<file path="src/rtl/exe_muldiv_seq.sv">
// Iterative RV32M multiply/divide sequencer for the execute stage.
// One operation at a time: IDLE -> PREP -> RUN (WIDTH cycles) -> FIX -> DONE.
module exe_muldiv_seq #(
  parameter int WIDTH = 32
) (
  input  logic             clk,
  input  logic             rst,
  input  logic             start,
  input  logic [2:0]       op,
  input  logic [WIDTH-1:0] a,
  input  logic [WIDTH-1:0] b,
  input  logic             kill,
  output logic             busy,
  output logic             done,
  output logic [WIDTH-1:0] result
);
  localparam int CW = $clog2(WIDTH) + 1;
  localparam logic [WIDTH-1:0] MIN = {1'b1, {(WIDTH-1){1'b0}}};

  typedef enum logic [2:0] {IDLE, PREP, RUN, FIX, DONE} state_t;
  state_t state, state_nx;

  logic [2:0]       op_q;
  logic [WIDTH-1:0] a_q, b_q, dvs, lo;
  logic [WIDTH:0]   hi;
  logic             neg;
  logic [CW-1:0]    cnt;

  logic             div_op, sa_s, sb_s, sa, sb, div_zero, div_ovf, neg_nx;
  logic [WIDTH-1:0] ma, mb, dres, dres_s, fix_val;
  logic [WIDTH:0]   msum, dshift, ddiff;
  logic [2*WIDTH-1:0] prod;

  // Operand signedness: MULH/DIV/REM treat both as signed, MULHSU only rs1.
  assign div_op   = op_q[2];
  assign sa_s     = (op_q == 3'd1) | (op_q == 3'd2) | (op_q[2] & ~op_q[0]);
  assign sb_s     = (op_q == 3'd1) | (op_q[2] & ~op_q[0]);
  assign sa       = sa_s & a_q[WIDTH-1];
  assign sb       = sb_s & b_q[WIDTH-1];
  assign ma       = sa ? -a_q : a_q;
  assign mb       = sb ? -b_q : b_q;
  assign div_zero = div_op & (b_q == '0);
  assign div_ovf  = div_op & ~op_q[0] & (a_q == MIN) & (&b_q);
  assign neg_nx   = (op_q[2] & op_q[1]) | (op_q == 3'd2) ? sa : (sa ^ sb);

  // hi:lo is the product for multiply, remainder:quotient for divide.
  assign msum   = {1'b0, hi[WIDTH-1:0]} + (lo[0] ? {1'b0, dvs} : '0);
  assign dshift = {hi[WIDTH-1:0], lo[WIDTH-1]};
  assign ddiff  = dshift - {1'b0, dvs};

  assign prod    = neg ? -{hi[WIDTH-1:0], lo} : {hi[WIDTH-1:0], lo};
  assign dres    = op_q[1] ? hi[WIDTH-1:0] : lo;
  assign dres_s  = neg ? -dres : dres;
  assign fix_val = div_op ? dres_s : ((op_q == 3'd0) ? prod[WIDTH-1:0] : prod[2*WIDTH-1:WIDTH]);

  assign busy = (state != IDLE);
  assign done = (state == DONE);

  always_ff @(posedge clk or negedge rst) begin
    if (!rst) state <= IDLE;
    else      state <= state_nx;
  end

  always_comb begin
    state_nx = state;
    case (state)
      IDLE:    if (start && !kill) state_nx = PREP;
      PREP:    state_nx = (div_zero || div_ovf) ? DONE : RUN;
      RUN:     if (cnt == CW'(1)) state_nx = FIX;
      FIX:     state_nx = DONE;
      DONE:    state_nx = IDLE;
      default: state_nx = IDLE;
    endcase
    if (kill && state != IDLE) state_nx = IDLE;
  end

  // A kill freezes the datapath so a flushed op never touches result.
  always_ff @(posedge clk or negedge rst) begin
    if (!rst) begin
      op_q   <= '0;
      a_q    <= '0;
      b_q    <= '0;
      dvs    <= '0;
      lo     <= '0;
      hi     <= '0;
      neg    <= 1'b0;
      cnt    <= '0;
      result <= '0;
    end else if (!kill) begin
      case (state)
        IDLE: if (start) begin
          op_q <= op;
          a_q  <= a;
          b_q  <= b;
        end
        PREP: begin
          neg <= neg_nx;
          cnt <= CW'(WIDTH);
          hi  <= '0;
          if (div_zero)     result <= op_q[1] ? a_q : '1;
          else if (div_ovf) result <= op_q[1] ? '0 : MIN;
          else if (div_op) begin
            lo  <= ma;
            dvs <= mb;
          end else begin
            lo  <= mb;
            dvs <= ma;
          end
        end
        RUN: begin
          cnt <= cnt - CW'(1);
          if (div_op) begin
            if (!ddiff[WIDTH]) begin
              hi <= ddiff;
              lo <= {lo[WIDTH-2:0], 1'b1};
            end else begin
              hi <= dshift;
              lo <= {lo[WIDTH-2:0], 1'b0};
            end
          end else begin
            hi <= {1'b0, msum[WIDTH:1]};
            lo <= {msum[0], lo[WIDTH-1:1]};
          end
        end
        FIX:     result <= fix_val;
        default: ;
      endcase
    end
  end
endmodule

</file>
<file path="config.mk">
export PLATFORM = sky130hd
export DESIGN_NAME = exe_muldiv_seq
export DESIGN_NICKNAME = d
export VERILOG_FILES = /design/src/rtl/exe_muldiv_seq.sv
export SDC_FILE = /design/constraint.sdc
export NUM_CORES = 1
export LEC_CHECK = 0
export CORE_UTILIZATION = 40
export CTS_CLUSTER_SIZE = 30
export DETAILED_ROUTE_END_ITERATION = 7
export PLACE_DENSITY_LB_ADDON = 0.1
export SLEW_MARGIN = 25
export SYNTH_ARGS = -nofsm -noshare
export SYNTH_HDL_FRONTEND = slang
export SYNTH_SLANG_ARGS = --single-unit
</file>
<file path="constraint.sdc">
create_clock -name clk -period 7.8 [get_ports clk]
set_input_delay 1.17 -clock clk [delete_from_list [all_inputs] [get_ports clk]]
set_output_delay 1.17 -clock clk [all_outputs]
set_load 0.02 [all_outputs]
</file>
# Word-level counts from Yosys, hierarchy flattened
# Index checks and enable logic that the tools add are counted.
# word_totals
register_bits	205
out_inout_bits	34
word_cells	94
# classes
addsub	7
n_eq_ne	13
mux	30
bitwise	16
n_reduce_logical	18
# op_table
cell	n
32-bit two-way mux	18
32-bit case mux with 2 select lines	3
32-bit negation	3
64-bit two-way mux	1
64-bit negation	1
32-bit by 32-bit adder with 33-bit output	1
33-bit by 32-bit subtractor with 33-bit output	1
32-bit == test (second input constant)	1
32-bit logical NOT	1
32-bit AND reduction	1
3-bit two-way mux	4
3-bit case mux with 4 select lines	1
6-bit case mux with 2 select lines	1
3-bit by 2-bit == test with 1-bit output (second input constant)	3
3-bit != test (second input constant)	3
4-bit AND reduction	2
1-bit bitwise AND	7
3-bit by 1-bit == test with 1-bit output (second input constant)	2
6-bit by 1-bit == test with 1-bit output (second input constant)	1
3-bit logical NOT	2
2-bit AND reduction	3
3-bit AND reduction	2
6-bit by 1-bit subtractor with 6-bit output (second input constant)	1
2-bit != test (second input constant)	2
10 further kinds	19

# Longest topological paths before layout
# Gate-level depths: netlist of the first run.
# depth
depth_word	9
ltp_mapped	17
ltp_nobuf	13

# Worst setup path before layout of the first run
# No wires, ideal clock.
# synth_path
path_kind	reg-to-reg
startpoint	reg op_q[1]
endpoint	reg result[16]
setup_ps	77
arrival_ps	3583
slack_ps	4140
stages_incl_launch_ff	17
period_less_slack_ps	3660
cell_sequence	dfrtp_1 > buf_2 > buf_2 > buf_2 > buf_2 > buf_2 > buf_2 > clkbuf_1 > mux2i_1 > ha_1 > o221ai_1 > or3_1 > o21ai_0 > xor2_1 > a221oi_1 > nor2_1 > o21ai_1
# synth_between
elab_chain_cells	5
word_cells_on_any_way	9
cone_classes	1 x add/sub; 7 x mux; 1 x reduce/logical
# synth_lines
item	line	text
start, declared	23	logic [2:0] op_q;
start signal, assigned	92	op_q <= op;
32-bit two-way mux	52	assign dres = op_q[1] ? hi[WIDTH-1:0] : lo;
32-bit negation	53	assign dres_s = neg ? -dres : dres;
32-bit two-way mux	53	
32-bit two-way mux	54	assign fix_val = div_op ? dres_s : ((op_q == 3'd0) ? prod[WIDTH-1:0] : prod[2*WIDTH-1:WIDTH]);
32-bit case mux with 2 select lines *	90	case (state)
end signal, assigned	100	if (div_zero) result <= op_q[1] ? a_q : '1;
end signal, assigned	101	else if (div_ovf) result <= op_q[1] ? '0 : MIN;
end signal, assigned	125	FIX: result <= fix_val;
end, declared	15	output logic [WIDTH-1:0] result
# Every way passes the cells marked *; elsewhere a longest branch is shown, timed or not.
# A chain may end at the register's enable or synchronous reset.

# Final worst setup path of the first run
# layout_path
startpoint	reg lo[31]
endpoint	reg hi[25]
# layout_between
elab_chain_cells	4
# layout_lines
item	line	text
start, declared	24	logic [WIDTH-1:0] a_q, b_q, dvs, lo;
start signal, assigned	103	lo <= ma;
start signal, assigned	106	lo <= mb;
start signal, assigned	115	lo <= {lo[WIDTH-2:0], 1'b1};
33-bit by 32-bit subtractor with 33-bit output	49	assign ddiff = dshift - {1'b0, dvs};
32-bit two-way mux	113	if (!ddiff[WIDTH]) begin
32-bit two-way mux	112	if (div_op) begin
32-bit case mux with 2 select lines	90	
end signal, assigned	114	hi <= ddiff;
end signal, assigned	117	hi <= dshift;
end signal, assigned	121	hi <= {1'b0, msum[WIDTH:1]};
end, declared	25	logic [WIDTH:0] hi;
# No other way between the ends.

==> impl_metrics.py, run 1 <==
metrics = {
    "power_and_ir_drop": {
        "finalPower_mw": 9.10,
        "seqPwrFrac": 0.252,
        "cellPowerDensity_mw_per_mm2": 442,
        "internal_power_mw": 4.42,
        "power_leakage_nw": 8.44,
        "p_sw_mw": 4.68,
        "sw_frac_of_total": 0.515,
        "vdd_drop_max_mv": 0.240,
        "clockPowerShare": 0.153,
        "combPwrFrac": 0.595,
    },
    "outcome": {
        "status": "completed",
    },
    "worst_setup_path": {
        "path_buf_inv": 2,
        "max_stage_delay_ns": 0.56,
        "path_delay_family": "compound AO/OA/AOI/OAI gates",
        "reg2regPathDepth": 13,
        "slowest_stage": "dfrtp_1",
        "crit_chain": "inv_1 > ha_1 > fa_1 > nand2b_1 > a21oi_1 > o211ai_2 > a311oi_1 > a211oi_2 > xnor2_4 > buf_4 > nor2_1 > a222oi_1 > nand2_1",
        "path_depth": 13,
        "worstPathArrival_ns": 4.84,
        "worstPathRequired_ns": 8.25,
        "end_kind": "flip-flop",
        "critPathLaunchType": "flip-flop",
        "path_max_fanout": 28,
        "critical_path_class": "reg2reg",
    },
    "route": {
        "drt-initial-drc-count": 1652,
        "routedWlPerCell_um": 25.3,
        "final_antenna_net_count": 0,
        "via_count": 17700,
        "route.detailed.drc": 0,
        "drt_wl_total_um": 72100,
        "dr.pass1.iters": 5,
        "vias_per_cell": 6.20,
    },
    "yosys": {
        "synth_edf_count": 0,
        "synth_flop_cell": "dfrtp_1",
        "yosys-top-cells-area": "dfrtp_1 28%, mux2_2 5.0%, xnor2_1 4.9%",
        "avgSynthCellArea_um2": 8.14,
        "synthCells": 2245,
        "synthTopCellsByCount": "223 x nor2_1, 205 x dfrtp_1, 191 x nand2_1, 167 x a21oi_1, 160 x o21ai_0",
        "synth_cell_types": 93,
        "netlist_area_mm2": 0.0183,
        "synth.most_common_cell": "nor2_1",
        "synth_nets": 2389,
        "netlist.area_leader.share": 0.281,
        "synth_top_cell_by_area": "dfrtp_1",
        "yosys_warnings": 0,
        "synthArstFlopShare": 1.00,
        "synth-seq-area-share": 0.281,
        "ys_ff_latch": 205,
    },
    "timing": {
        "fmax_ghz": 0.228,
        "slew_headroom": 0.239,
        "final_hold_viol_count": 0,
        "worst_pin_slew_ns": 1.14,
        "setup_viol": 0,
        "rsz0062_at_grt": "false",
        "maxSlewViolCount": 0,
        "fin_crit_ns": 4.39,
        "finalClockSkew_ns": 0.0343,
        "hold_ws_ns": 0.480,
        "finalSetupTns_ns": 0,
        "fin_crit_sh": 0.563,
    },
    "die": {
        "initial_core_util": 0.410,
        "die_area_mm2": 0.0466,
        "std_cell_rows": 77,
        "die_w_um": 216,
        "pin_count": 105,
        "core_region_area_mm2": 0.0446,
        "die_y_um": 216,
    },
    "global_route": {
        "met3_usage": 0.0421,
        "use_met2": 0.473,
        "grt_pass1_vias": 16800,
        "top_usage_layer": "met2",
        "grt_max_degree": 97,
        "track_usage": 0.305,
        "grt_pass1_wl_um": 107000,
        "antenna_found_initial": 2,
        "grtUsageMet1": 0.427,
        "overflow": 0,
    },
    "min_path": {
        "hp-class": "reg2reg",
        "min_path_cells": 1,
    },
    "clock_network": {
        "postCtsResizedCells": 0,
        "htreeDepth": 1,
        "cts_buffers": 28,
        "cts-root-buf": "clkbuf_16",
        "post_cts_buffers": 0,
        "path_clk_slew_ns": 0.06,
        "cts_tree": "done",
        "cts_max_path_buffers": 3,
        "clk-insertion-delay-late_ns": 0.60,
        "clock_sinks": 205,
        "hold_buffers": 0,
    },
    "place": {
        "numPortBuffers": 104,
        "dpl-instance-area_mm2": 0.0196,
        "hpwl_um": 54800,
        "place.gp.congestion": 0.945,
    },
    "run": {
        "cap_violations": 0,
    },
    "cells_and_area": {
        "area_growth_pct": 12.6,
        "antenna_cells": 0,
        "drive_above_1_share": 0.0916,
        "final_nets": 2383,
        "final_area_mm2": 0.0206,
    },
}
final cells by class:
type	count	area, um2
Clock inverter	17	235
Multi-Input combinational cell	1804	12200
Timing Repair Buffer	127	1220
Clock buffer	35	767
Tap cell	592	741
Sequential cell	205	5140
Inverter	73	274
Fill cell	4479	24000
flip-flops by register name (all words and copies together) (netlist names):
name and count:
a_q 32, b_q 32, dvs 32, hi 32, lo 32, result 32, cnt 6, op_q 3
state 3, neg 1
per-stage QoR:
step | worst slack [ns] | cells | utilization
floorplan | 4.14 | 2245 | -
global placement | 3.54 | 2801 | 0.439
detailed placement | 3.46 | 2801 | 0.439
CTS | 3.40 | 2853 | 0.461
global route | 3.06 | 2853 | 0.461
finish | 3.41 | 2853 | 0.461
cells by family (layout without fill, tap and decap cells):
kind of cell,after synthesis,count (layout),share of synthesized area
simple gates,726,726,0.195
compound gates,647,647,0.224
buf+inv,236,252,0.0542
flops,205,205,0.281
xor+xnor,194,194,0.0933
mux,164,164,0.102
fa+ha+maj,73,73,0.0508
per-layer routing:
| layer | vias to the layer above | wire [um] |
|---|---|---|
| li1 | 8152 | - |
| met1 | 8668 | 31900 |
| met2 | 713 | 31900 |
| met3 | 145 | 5180 |
| met4 | 2 | 3100 |
| met5 | - | 11 |
power by group through the flow:
stage                     registers, mW  logic, mW  clock network [mW]
after floorplan                    1.75       4.13                   0
after global placement             2.26       5.30                   0
after detailed placement           2.28       5.31                   0
after CTS                          2.26       5.35                1.43
after global routing               2.33       5.90                1.46
final                              2.29       5.42                1.39
layout by cell type (no fill, tap or decap), types with 71 or more instances in the layout:
master | synthesis | layout
clkdlybuf4s50_1 | 0 | 103
o21ai_0 | 160 | 160
mux2_2 | 81 | 81
mux2i_1 | 73 | 73
nand2_1 | 191 | 189
xor2_1 | 91 | 91
dfrtp_1 | 205 | 202
ha_1 | 71 | 71
inv_1 | 71 | 71
xnor2_1 | 102 | 102
a21oi_1 | 167 | 167
nor2_1 | 223 | 221
final timing paths:
kind / end / slack [ns] / from
min: result[12] / 0.48 / result[12]
min in group asynchronous: hi[19] / 0.65 / rst
max in group asynchronous: op_q[2] / 5.88 / rst
min reg2reg: result[12] / 0.48 / result[12]
max reg2reg: hi[25] / 3.41 / lo[31]
max: hi[25] / 3.41 / lo[31]
Note: power is estimated with default switching activity, not from simulation.
==> inputs of run 2 (changes only) <==
==> constraint.sdc (replaced) <==
create_clock -name clk -period 4 [get_ports clk]
set_input_delay 0.6 -clock clk [delete_from_list [all_inputs] [get_ports clk]]
set_output_delay 0.6 -clock clk [all_outputs]
set_load 0.02 [all_outputs]
==> run 2 against run 1 <==
Maximum frequency increased by 15%. First-iteration DRC count increased by 5.4%. Total power increased by 100%. Final area increased by 3.4%. Clock-buffer cell count decreased by 4. Sequential power increased by 63%. Non-clock buffer count increased by 99. Combinational power increased by 120%. Critical path type unchanged. Largest cell class unchanged. Highest routed layer is now met4.
==> impl_metrics.py, run 2 (same netlist as run 1, synthesis figures left out) <==
metrics = {
    "outcome": {
        "status": "completed",
    },
    "timing": {
        "maxSlewViolCount": 0,
        "final_hold_viol_count": 0,
        "finalClockSkew_ns": 0.0162,
        "rsz0062_at_grt": "false",
        "setup_viol": 0,
        "fin_crit_sh": 0.956,
        "fin_crit_ns": 3.82,
        "slew_headroom": 0.310,
        "worst_pin_slew_ns": 1.03,
        "finalSetupTns_ns": 0,
        "fmax_ghz": 0.262,
    },
    "worst_setup_path": {
        "max_stage_delay_ns": 0.49,
        "path_depth": 13,
        "path_delay_family": "compound AO/OA/AOI/OAI gates",
        "critical_path_class": "reg2reg",
        "crit_path_end": "hi[28]",
        "worstPathArrival_ns": 4.26,
        "critPathLaunchType": "flip-flop",
        "slowest_stage": "dfrtp_1",
        "reg2reg_slack_ns": 0.18,
        "end_kind": "flip-flop",
        "reg2regPathDepth": 13,
        "worstPathRequired_ns": 4.44,
        "crit_chain": "inv_1 > buf_4 > nor2_1 > ha_1 > and3_1 > a221oi_1 > o22ai_1 > a31oi_1 > nand2_1 > a41o_1 > o31ai_1 > mux2i_1 > nand3_1",
        "path_max_fanout": 17,
        "path_buf_inv": 2,
        "rr_endpoint": "hi[28]",
        "startpoint": "lo[0]",
        "rr_startpoint": "lo[0]",
    },
    "clock_network": {
        "cts_max_path_buffers": 3,
        "cts-root-buf": "clkbuf_16",
        "cts_buffers": 25,
        "post_cts_buffers": 0,
        "hold_buffers": 0,
        "postCtsResizedCells": 0,
        "clk-insertion-delay-late_ns": 0.57,
        "htreeDepth": 1,
        "cts_tree": "done",
        "clock_sinks": 205,
        "path_clk_slew_ns": 0.06,
    },
    "route": {
        "dr.pass1.iters": 5,
        "via_count": 18100,
        "routedWlPerCell_um": 25.4,
        "drt-initial-drc-count": 1741,
        "drt_wl_total_um": 75000,
        "vias_per_cell": 6.12,
        "route.detailed.drc": 0,
        "final_antenna_net_count": 0,
    },
    "die": {
        "die_y_um": 216,
        "std_cell_rows": 77,
        "pin_count": 105,
        "core_region_area_mm2": 0.0446,
        "initial_core_util": 0.410,
        "die_w_um": 216,
        "die_area_mm2": 0.0466,
    },
    "global_route": {
        "overflow": 0,
        "antenna_found_initial": 4,
        "grt_max_degree": 82,
        "grt_pass1_vias": 17300,
        "track_usage": 0.318,
        "grt_pass1_wl_um": 112000,
    },
    "cells_and_area": {
        "final_nets": 2480,
        "final_cell_mix": "222 x nor2_1, 202 x dfrtp_1, 189 x nand2_1",
        "n_fill_cell": 4392,
        "final_area_mm2": 0.0213,
        "drive_above_1_share": 0.127,
        "area_growth_pct": 16.4,
        "final_common_cell": "nor2_1",
    },
    "power_and_ir_drop": {
        "vdd_drop_max_mv": 0.392,
        "cellPowerDensity_mw_per_mm2": 864,
        "finalPower_mw": 18.4,
        "power_leakage_nw": 8.92,
    },
    "place": {
        "hpwl_um": 59900,
        "place.gp.congestion": 1.01,
        "numPortBuffers": 104,
        "dpl-instance-area_mm2": 0.0203,
    },
    "run": {
        "cap_violations": 0,
    },
    "min_path": {
        "hp-class": "in2async",
    },
}
run 2: cell types whose count changed in the layout (fill, tap and decap cells not counted), sizes merged:
cell,before,now
buf,24,123
clkbuf,35,31
bufinv,4,6
xnor2,103,104
clkinvlp,4,1
clkinv,7,6
diode,0,2
run 2: stage by stage:
step | hold slack [ns] | setup WS (ns) | cells | util
final | 0.0167 | 0.176 | 2949 | 0.477
after global routing | 0.0683 | 0.0220 | 2947 | 0.477
after CTS | 0.0612 | 0.107 | 2946 | 0.477
after detailed placement | 0.479 | 0.129 | 2900 | 0.456
after global placement | 0.471 | 0.171 | 2900 | 0.456
after floorplan | 0.304 | 0.340 | 2245 | -
run 2: worst min path at each step:
stage | endpoint | slack (ns) | cells after the start
floorplan | a_q[0] | 0.30 | 0
global placement | result[24] | 0.47 | 2
detailed placement | result[5] | 0.48 | 2
CTS | hi[29] | 0.06 | 1
global route | hi[31] | 0.07 | 1
finish | hi[29] | 0.02 | 1
run 2: per-layer routing:
layer,vias up,part of all wire,track usage
li1,8322,-,-
met1,8882,0.44,0.438
met2,731,0.45,0.499
met3,117,0.077,0.0568
met4,0,0.037,0.111
met5,-,0,0
run 2: power by group:
group	switching [mW]	internal (mW)
clock network	1.01	1.59
registers	0.939	2.80
logic	7.36	4.71
run 2: layout make-up:
| cell class | count | area (um2) | share of cell area |
|---|---|---|---|
| antenna | 2 | 5.00 | 0.000235 |
| tap | 592 | 741 | 0.0348 |
| multi-input combinational | 1805 | 12200 | 0.574 |
| inverter | 73 | 274 | 0.0129 |
| sequential | 205 | 5140 | 0.241 |
| timing repair buffer | 226 | 1990 | 0.0933 |
| clock inverter | 15 | 258 | 0.0121 |
| clock buffer | 31 | 668 | 0.0314 |
==> inputs of run 3 (changes only) <==
--- a/config.mk
+++ b/config.mk
@@ -6,7 +6,6 @@
 export NUM_CORES = 1
 export LEC_CHECK = 0
 export CORE_UTILIZATION = 40
-export CTS_CLUSTER_SIZE = 30
 export DETAILED_ROUTE_END_ITERATION = 7
 export PLACE_DENSITY_LB_ADDON = 0.1
 export SLEW_MARGIN = 25
==> results of run 3 <==
Same layout as run 2: the final DEF is identical, and so are final timing and power.
